===== config.mk =====
export PLATFORM = sky130hd
export DESIGN_NAME = layer_seq_ctrl_flat
export DESIGN_NICKNAME = d
export VERILOG_FILES = /design/src/rtl/cnn_pkg.sv /design/src/rtl/layer_seq_ctrl_if.sv /design/src/rtl/seq_wdog.sv /design/src/rtl/layer_seq_ctrl.sv /design/src/flat_wrapper.sv
export SDC_FILE = /design/constraint.sdc
export NUM_CORES = 1
export LEC_CHECK = 0
export CORE_MARGIN = 5
export CORE_UTILIZATION = 37
export CTS_CLUSTER_SIZE = 25
export DETAILED_ROUTE_END_ITERATION = 10
export PLACE_DENSITY = 0.79
export SLEW_MARGIN = 20
export SYNTH_ARGS = -nofsm -noshare
export SYNTH_HDL_FRONTEND = slang
export SYNTH_SLANG_ARGS = --single-unit

===== constraint.sdc =====
create_clock -name clk -period 2.55 [get_ports clk]
set_clock_uncertainty 0.2 [all_clocks]
set_input_delay 0.51 -clock clk [delete_from_list [all_inputs] [get_ports clk]]
set_output_delay 0.51 -clock clk [all_outputs]
set_load 0.02 [all_outputs]

===== src/rtl/cnn_pkg.sv =====
// Shared types and defaults for the layer sequencer.
// State encoding plus default bus widths, gap length and watchdog limit.
package cnn_pkg;

    typedef enum logic [1:0] {
        S_IDLE = 2'd0,
        S_RUN  = 2'd1,
        S_GAP  = 2'd2,
        S_ERR  = 2'd3
    } seq_state_t;

    localparam int DEF_ADDR_W     = 32;
    localparam int DEF_DATA_W     = 16;
    localparam int DEF_GAP_CYCLES = 4;
    localparam int DEF_TIMEOUT    = 65535;

    // Width of an index into n items, never narrower than one bit.
    function automatic int idx_w(input int n);
        return (n > 1) ? $clog2(n) : 1;
    endfunction

endpackage


===== src/rtl/layer_seq_ctrl_if.sv =====
// Feature-buffer write port: host write request in, muxed buffer write out.
// master = host/buffer side, slave = sequencer side.
interface layer_seq_ctrl_if
    import cnn_pkg::*;
#(
    parameter int ADDR_W = DEF_ADDR_W,
    parameter int DATA_W = DEF_DATA_W
);

    logic              host_we;
    logic [ADDR_W-1:0] host_addr;
    logic [DATA_W-1:0] host_din;
    logic              buf_we;
    logic [ADDR_W-1:0] buf_addr;
    logic [DATA_W-1:0] buf_din;

    modport master (
        output host_we, host_addr, host_din,
        input  buf_we, buf_addr, buf_din
    );

    modport slave (
        input  host_we, host_addr, host_din,
        output buf_we, buf_addr, buf_din
    );

endinterface


===== src/rtl/seq_wdog.sv =====
// Per-layer watchdog: counts enabled cycles since the last clear.
// tc rises on the TIMEOUT-th enabled cycle.
module seq_wdog
    import cnn_pkg::*;
#(
    parameter int TIMEOUT = DEF_TIMEOUT,
    localparam int CW = $clog2(TIMEOUT + 1)
) (
    input  logic clk,
    input  logic rst_n,
    input  logic clear,
    input  logic enable,
    output logic tc
);

    logic [CW-1:0] cnt;

    assign tc = enable && (cnt == CW'(TIMEOUT - 1));

    always_ff @(posedge clk or negedge rst_n) begin
        if (!rst_n) begin
            cnt <= '0;
        end else if (clear) begin
            cnt <= '0;
        end else if (enable && !tc) begin
            cnt <= cnt + 1'b1;
        end
    end

endmodule


===== src/rtl/layer_seq_ctrl.sv =====
// Sequences NUM_LAYERS engines in order with idle gaps and a watchdog,
// and muxes the host or the active engine onto the feature-buffer port.
module layer_seq_ctrl
    import cnn_pkg::*;
#(
    parameter int NUM_LAYERS = 3,
    parameter int ADDR_W     = DEF_ADDR_W,
    parameter int DATA_W     = DEF_DATA_W,
    parameter int GAP_CYCLES = DEF_GAP_CYCLES,
    parameter int TIMEOUT    = DEF_TIMEOUT,
    localparam int LW = idx_w(NUM_LAYERS)
) (
    input  logic                         clk,
    input  logic                         rst_n,
    input  logic                         start,
    input  logic                         abort,
    layer_seq_ctrl_if.slave              bus,
    input  logic [NUM_LAYERS-1:0]        eng_we,
    input  logic [ADDR_W*NUM_LAYERS-1:0] eng_addr,
    input  logic [DATA_W*NUM_LAYERS-1:0] eng_din,
    input  logic [NUM_LAYERS-1:0]        layer_fin,
    output logic [NUM_LAYERS-1:0]        layer_en,
    output logic [LW-1:0]                cur_layer,
    output logic                         busy,
    output logic                         done,
    output logic                         err,
    output logic                         host_drop
);

    localparam int GW = idx_w(GAP_CYCLES);

    seq_state_t            state;
    logic [GW-1:0]         gap_cnt;
    logic [NUM_LAYERS-1:0] cur_oh;
    logic                  in_run;
    logic                  fin_cur;
    logic                  fin_bad;
    logic                  last;
    logic                  wd_tc;

    assign in_run  = (state == S_RUN);
    assign cur_oh  = NUM_LAYERS'(1) << cur_layer;
    assign fin_cur = |(layer_fin & cur_oh);
    assign fin_bad = |(layer_fin & ~cur_oh);
    assign last    = (cur_layer == LW'(NUM_LAYERS - 1));

    // Held clear outside RUN, so every RUN entry starts from zero.
    seq_wdog #(
        .TIMEOUT (TIMEOUT)
    ) u_wdog (
        .clk    (clk),
        .rst_n  (rst_n),
        .clear  (!in_run),
        .enable (in_run),
        .tc     (wd_tc)
    );

    always_ff @(posedge clk or negedge rst_n) begin
        if (!rst_n) begin
            state     <= S_IDLE;
            cur_layer <= '0;
            gap_cnt   <= '0;
            layer_en  <= '0;
            busy      <= 1'b0;
            done      <= 1'b0;
            err       <= 1'b0;
            host_drop <= 1'b0;
        end else begin
            done <= 1'b0;
            if (bus.host_we && state != S_IDLE) begin
                host_drop <= 1'b1;
            end
            if (abort) begin
                state     <= S_IDLE;
                cur_layer <= '0;
                gap_cnt   <= '0;
                layer_en  <= '0;
                busy      <= 1'b0;
                err       <= 1'b0;
                host_drop <= 1'b0;
            end else begin
                unique case (state)
                    S_IDLE: begin
                        if (start && !bus.host_we) begin
                            state     <= S_RUN;
                            cur_layer <= '0;
                            layer_en  <= NUM_LAYERS'(1);
                            busy      <= 1'b1;
                        end
                    end
                    S_RUN: begin
                        if (fin_bad || (!fin_cur && wd_tc)) begin
                            state    <= S_ERR;
                            err      <= 1'b1;
                            layer_en <= '0;
                            busy     <= 1'b0;
                        end else if (fin_cur) begin
                            layer_en <= '0;
                            gap_cnt  <= '0;
                            if (last) begin
                                state <= S_IDLE;
                                busy  <= 1'b0;
                                done  <= 1'b1;
                            end else begin
                                state <= S_GAP;
                            end
                        end
                    end
                    S_GAP: begin
                        if (gap_cnt == GW'(GAP_CYCLES - 1)) begin
                            state     <= S_RUN;
                            cur_layer <= cur_layer + 1'b1;
                            layer_en  <= NUM_LAYERS'(1)
                                         << (cur_layer + LW'(1));
                        end else begin
                            gap_cnt <= gap_cnt + 1'b1;
                        end
                    end
                    S_ERR: begin
                        layer_en <= '0;
                    end
                    default: begin
                        state <= S_IDLE;
                    end
                endcase
            end
        end
    end

    // Address/data only move on an accepted write, so they hold otherwise.
    always_ff @(posedge clk or negedge rst_n) begin
        if (!rst_n) begin
            bus.buf_we   <= 1'b0;
            bus.buf_addr <= '0;
            bus.buf_din  <= '0;
        end else begin
            unique case (state)
                S_IDLE: begin
                    bus.buf_we <= bus.host_we;
                    if (bus.host_we) begin
                        bus.buf_addr <= bus.host_addr;
                        bus.buf_din  <= bus.host_din;
                    end
                end
                S_RUN: begin
                    bus.buf_we <= eng_we[cur_layer];
                    if (eng_we[cur_layer]) begin
                        bus.buf_addr <=
                            eng_addr[int'(cur_layer)*ADDR_W +: ADDR_W];
                        bus.buf_din  <=
                            eng_din[int'(cur_layer)*DATA_W +: DATA_W];
                    end
                end
                default: begin
                    bus.buf_we <= 1'b0;
                end
            endcase
        end
    end

endmodule


===== src/flat_wrapper.sv =====
// flat-port wrapper written by rule: the top's interface ports become plain ports
module layer_seq_ctrl_flat import cnn_pkg::*;
#(
    parameter int NUM_LAYERS = 3,
    parameter int ADDR_W     = DEF_ADDR_W,
    parameter int DATA_W     = DEF_DATA_W,
    parameter int GAP_CYCLES = DEF_GAP_CYCLES,
    parameter int TIMEOUT    = DEF_TIMEOUT,
    localparam int LW = idx_w(NUM_LAYERS)
)
  (clk, rst_n, start, abort, eng_we, eng_addr, eng_din, layer_fin, layer_en, cur_layer, busy, done, err, host_drop, bus_host_we, bus_host_addr, bus_host_din, bus_buf_we, bus_buf_addr, bus_buf_din);
  layer_seq_ctrl_if #(.ADDR_W(ADDR_W), .DATA_W(DATA_W)) bus_i ();
  input  logic clk;
  input  logic rst_n;
  input  logic start;
  input  logic abort;
  input  logic [NUM_LAYERS-1:0] eng_we;
  input  logic [ADDR_W*NUM_LAYERS-1:0] eng_addr;
  input  logic [DATA_W*NUM_LAYERS-1:0] eng_din;
  input  logic [NUM_LAYERS-1:0] layer_fin;
  output logic [NUM_LAYERS-1:0] layer_en;
  output logic [LW-1:0] cur_layer;
  output logic busy;
  output logic done;
  output logic err;
  output logic host_drop;
  input wire logic [$bits(bus_i.host_we)-1:0] bus_host_we;
  input wire logic [$bits(bus_i.host_addr)-1:0] bus_host_addr;
  input wire logic [$bits(bus_i.host_din)-1:0] bus_host_din;
  output wire logic [$bits(bus_i.buf_we)-1:0] bus_buf_we;
  output wire logic [$bits(bus_i.buf_addr)-1:0] bus_buf_addr;
  output wire logic [$bits(bus_i.buf_din)-1:0] bus_buf_din;
  assign bus_i.host_we = bus_host_we;
  assign bus_i.host_addr = bus_host_addr;
  assign bus_i.host_din = bus_host_din;
  assign bus_buf_we = bus_i.buf_we;
  assign bus_buf_addr = bus_i.buf_addr;
  assign bus_buf_din = bus_i.buf_din;
  layer_seq_ctrl #(.NUM_LAYERS(NUM_LAYERS), .ADDR_W(ADDR_W), .DATA_W(DATA_W), .GAP_CYCLES(GAP_CYCLES), .TIMEOUT(TIMEOUT)) u_core (.clk(clk), .rst_n(rst_n), .start(start), .abort(abort), .bus(bus_i), .eng_we(eng_we), .eng_addr(eng_addr), .eng_din(eng_din), .layer_fin(layer_fin), .layer_en(layer_en), .cur_layer(cur_layer), .busy(busy), .done(done), .err(err), .host_drop(host_drop));
endmodule

Word-level counts from Yosys, hierarchy flattened
Cells that the tools add are included.
- input port bits: 203
- register bits after elaboration: 78
- output and inout port bits: 58
- shift operators: 4
- equal/unequal tests: 16
- $lt $le $gt $ge: 1
- bitwise logic cells: 3
- add/subtract/negate cells: 3
- reductions and logical operators: 28
- multiplexer cells: 49
- operators with widths (kind ; number):
    96-bit by 8-bit indexed part select with 32-bit output ; 1
    16-bit two-way mux ; 4
    32-bit two-way mux ; 2
    32-bit case mux with 2 select lines ; 1
    48-bit by 7-bit indexed part select with 16-bit output ; 1
    16-bit case mux with 2 select lines ; 1
    2-bit two-way mux ; 13
    16-bit by 1-bit adder with 16-bit output (second input constant) ; 1
    16-bit equality test (second input constant) ; 1
    1-bit two-way mux ; 16
    3-bit two-way mux ; 5
    3-bit case mux with 4 select lines ; 1
    4-bit AND reduction ; 3
    2-bit nonzero test ; 5
    3-bit by 2-bit != test with 1-bit output (second input constant) ; 3
    3-bit AND reduction ; 3
    3-bit nonzero test ; 3
    2-bit equality test (second input constant) ; 4
    4-bit by 2-bit != test with 1-bit output (second input constant) ; 2
    2-bit case mux with 2 select lines ; 2
    3-bit AND ; 2
    3-bit != test (second input constant) ; 2
    2-bit case mux with 3 select lines ; 1
    3-bit OR reduction ; 2
    15 further kinds ; 25

Logic depth before layout (Yosys ltp)
- word-level depth: 9
- gate-level depth with buffers: 8

Hierarchy
Synthesis repeated with hierarchy kept, for this count alone.
- cells, all modules: 509
- area, all modules: 5049.8 um2
- modules (own cells, without submodules) (module ; instances ; area each (um2) ; cells each):
    layer_seq_ctrl ; 1 ; 4115.2 ; 415
    seq_wdog ; 1 ; 934.6 ; 94

Worst setup path before layout
Ideal clock, no wire load.
- path type: register to register
- start point: register u_core.cur_layer[1]
- end point: register u_core.state[1]
- stages on the path, launching flop included: 9
- arrival: 2454 ps
- data required time: 2239 ps
- buffers on the path: 2
- slack: -216 ps
- cell sequence: dfrtp_1 > buf_2 > clkbuf_1 > inv_1 > ha_1 > a22o_1 > a2111oi_0 > a2111oi_0 > a2111oi_2
- word-level cells in the longest chain between the ends: 9
- RTL lines (item ; RTL line ; text):
    from (decl) ; layer_seq_ctrl.sv:23 ; output logic [LW-1:0] cur_layer,
    from (signal assigned) ; layer_seq_ctrl.sv:112 ; cur_layer <= cur_layer + 1'b1;
    1-bit by 2-bit << shifter with 3-bit output ; layer_seq_ctrl.sv:42 ; assign cur_oh = NUM_LAYERS'(1) << cur_layer;
    3-bit AND ; layer_seq_ctrl.sv:43 ; assign fin_cur = |(layer_fin & cur_oh);
    3-bit OR reduction ; layer_seq_ctrl.sv:43 ;
    1-bit logical NOT ; layer_seq_ctrl.sv:92 ; if (fin_bad || (!fin_cur && wd_tc)) begin
    1-bit logical AND ; layer_seq_ctrl.sv:92 ;
    1-bit logical OR ; layer_seq_ctrl.sv:92 ;
    2-bit two-way mux ; layer_seq_ctrl.sv:92 ;
    2-bit case mux with 3 select lines ; layer_seq_ctrl.sv:82 ; unique case (state)
    2-bit two-way mux ; layer_seq_ctrl.sv:73 ; if (abort) begin
    to (signal assigned) ; layer_seq_ctrl.sv:74 ; state <= S_IDLE;
    to (signal assigned) ; layer_seq_ctrl.sv:85 ; state <= S_RUN;
    to (signal assigned) ; layer_seq_ctrl.sv:93 ; state <= S_ERR;
    to (decl) ; layer_seq_ctrl.sv:32 ; seq_state_t state;
Parallel ways exist; a longest one is shown, timed or not. The select of a mux whose other input is x is not followed.
A chain may end at the register's enable or synchronous reset.

Worst setup path after layout
Ends and elaborated chain as after synthesis.

==> flow_metrics.tcl <==
set metrics [dict create \
    status "complete, no violations" \
    synth_area_sq_um 5040 \
    place_inst 934 \
    crit_path_top_delay_cell "dfrtp_2" \
    clock_latency_ns 0.33 \
    crit_arrival_ns 2.36 \
    drt_iter0_markers 258 \
    critPathTopFamily "compound AO/OA/AOI/OAI gates" \
    synth_top_area_cell "dfrtp_1" \
    syn-num-nets 726 \
    start_kind "flop" \
    worst_slew_pin_slew_ns 0.796 \
    instances_no_fill 952 \
    met1_length_um 6570 \
    route.detailed.drc 0 \
    power_uw 4530 \
    via_per_inst 5.44 \
    grt_pass1_vias 5502 \
    crit_path_start "u_core.cur_layer[1]" \
    synth.distinct_cells 50 \
    critical_path.cell_chain "inv_1 -> ha_1 -> a22o_1 -> a2111oi_2 -> a2111oi_0 -> a2111oi_2" \
    ys_warn_count 0 \
    period_share_pct 91.9 \
    drtPass1Iterations 5 \
    synth_top_cell_area_share_pct 38.7 \
    gp_congestion 0.921 \
    grt_overflow 0 \
    track_usage_pct 20.9 \
    critPathMaxFanout 11 \
    antenna_found_initial 0 \
    crit_path_end_kind "flop" \
    path_class "reg2reg" \
    ant_nets 0 \
    cts.sinks 78 \
    critPathMaxStageDelay_ns 0.55 \
    regArea_sq_um 1950 \
    synthTopCellsByArea "dfrtp_1 (39%), mux2_2 (19%), a221oi_1 (8.3%), nor2_1 (7.9%), mux2_1 (2.7%)" \
    maxCapViolCount 0 \
    syn_to_final_growth_pct 63.6 \
    synthCells 514 \
    async_flop_share_pct 100 \
    ys_seq_area_share_pct 38.7 \
    cts_tree "done" \
    finalInstanceArea_sq_um 8240 \
    cp.required_ns 2.57 \
    drive_gt1_share_pct 18.0 \
    die_x_um 127 \
    dieHeight_um 127 \
    ys_dominant_reg_cell "dfrtp_1" \
    met3_length_um 1390 \
    nets 983 \
    r2r_start "u_core.cur_layer[1]" \
    cts_max_level 3 \
    clock.fmax_mhz 427 \
    cp.buffers_inverters 1 \
    syn_area_per_cell_sq_um 9.80 \
    timing.max_slew.rel_slack_pct 46.8 \
    io-pin-count 261 \
    multi_input_area_sq_um 2890 \
    cts_buffers 9 \
    start_util_pct 37.9 \
    rows 42 \
    crit_path_frequent_cell "a2111oi_2" \
    ir_worst_vdd_mv 0.285 \
    min-delay-start "u_core.bus.buf_din[8]" \
    hpwlAfterDp_um 13300 \
    synth_edf_count 0 \
    setup_violations 0 \
    setup_tns_ns 0 \
    fp.dieArea_sq_um 16000 \
    rsz0062_at_grt "no" \
    wl_per_cell_um 18.3 \
    synth_seq_cells 78 \
    coreArea_sq_um 13300 \
    placed_area_sq_um 7930 \
    totalWireLength_um 17500 \
    num_vias 5179 \
    hp-class "reg2reg" \
    hold_violations 0 \
    fill_cells 1105 \
    portBuffers 260 \
    cts.root.buffer_cell "clkbuf_16" \
    slew_viol_final 0 \
    grt_max_degree 49 \
    clkTransAtPathRegs_ns 0.06 \
    fin_crit_ns 2.34 \
    power.density_nw_per_um2 550 \
    antennaDiodeCount 0 \
    grt_pass1_wl_um 27500 \
    p_leak_uw 0.00317 \
    top_layer "met4" \
    cts_buffer_depth 2 \
    met2_length_um 9090 \
]
==> cells in the final DEF, fill, tap and decap left out, types with 5 or more instances in the layout <==
| master | n |
|---|---|
| nand3_1 | 5 |
| o31ai_1 | 5 |
| mux2_1 | 12 |
| or4_1 | 6 |
| o21ai_0 | 9 |
| clkdlybuf4s50_1 | 259 |
| clkbuf_16 | 9 |
| ha_1 | 9 |
| nand2_1 | 14 |
| buf_4 | 21 |
| dfrtp_1 | 77 |
| inv_1 | 10 |
| a21oi_1 | 18 |
| mux2_2 | 86 |
| nand4_1 | 5 |
| a221oi_1 | 48 |
| nor2_1 | 106 |
==> routing by layer <==
metal,global-route usage [%],vias up
li1,-,2432
met1,24.4,2476
met2,37.2,237
met3,5.04,34
met4,7.51,0
met5,0,-
==> sequential cells by signal (all words and copies together), names as in the netlist <==
signal               count
u_core.bus.buf_addr     32
u_core.bus.buf_din      16
u_core.u_wdog.cnt       16
u_core.layer_en          3
u_core.cur_layer         2
u_core.gap_cnt           2
u_core.state             2
u_core.bus.buf_we        1
u_core.busy              1
u_core.done              1
u_core.err               1
u_core.host_drop         1
==> repair_timing <==
item | CTS | global route
hold buffers | 1 | 0
gates resized for setup | 0 | 1
setup endpoints to repair | 0 | 1
hold endpoints to repair | 32 | 0
setup buffers | 0 | 0
==> layout make-up <==
cell class | count | share of cell area [%]
Timing Repair Buffer | 286 | 34.8
Tap cell | 176 | 2.67
Inverter | 11 | 0.501
Sequential cell | 78 | 23.7
Clock inverter | 4 | 0.273
Clock buffer | 12 | 2.99
Multi-Input combinational cell | 385 | 35.1
==> Yosys cell counts (6+ instances only) <==
master,count
inv_1,11
o21ai_0,9
mux2_2,86
clkbuf_1,25
a21oi_1,18
mux2_1,12
buf_2,6
dfrtp_1,78
a221oi_1,48
or4_1,6
nand2_1,14
nor2_1,106
ha_1,9
==> report_power, final <==
group	internal [uW]	switching, uW	total, uW	leakage (uW)
sequential	1480	130	1610	0.000964
combinational	990	779	1770	0.00207
clock	680	472	1150	0.000132
==> worst paths after layout <==
| check | end | slack, ns | cells past startpoint |
|---|---|---|---|
| max in group asynchronous | u_core.bus.buf_addr[25] | 1.07 | 3 |
| min in group asynchronous | u_core.done | 0.48 | 2 |
| setup reg to reg | u_core.state[1] | 0.21 | 6 |
| setup / recovery | u_core.state[1] | 0.21 | 6 |
| hold / removal | u_core.bus.buf_din[8] | 0.29 | 1 |
| hold reg to reg | u_core.bus.buf_din[8] | 0.29 | 1 |
==> cell families after synthesis <==
| kind of cell | after synthesis | synth area share, % |
|---|---|---|
| compound gates | 106 | 16.2 |
| xor+xnor | 1 | 0.174 |
| fa+ha+maj | 9 | 2.24 |
| buf+inv | 51 | 4.37 |
| flops | 78 | 38.7 |
| mux | 101 | 22.5 |
| simple gates | 168 | 15.8 |
==> through the flow <==
step	setup slack, ns	util (%)	hold slack [ns]
after CTS	0.0547	61.7	0.292
after global placement	-0.0686	59.6	0.267
after detailed placement	-0.102	59.6	0.276
after floorplan	0.0513	-	0.0144
final	0.207	62.0	0.287
after global routing	0.0396	62.0	0.308
(Power assumes the default switching activity.)
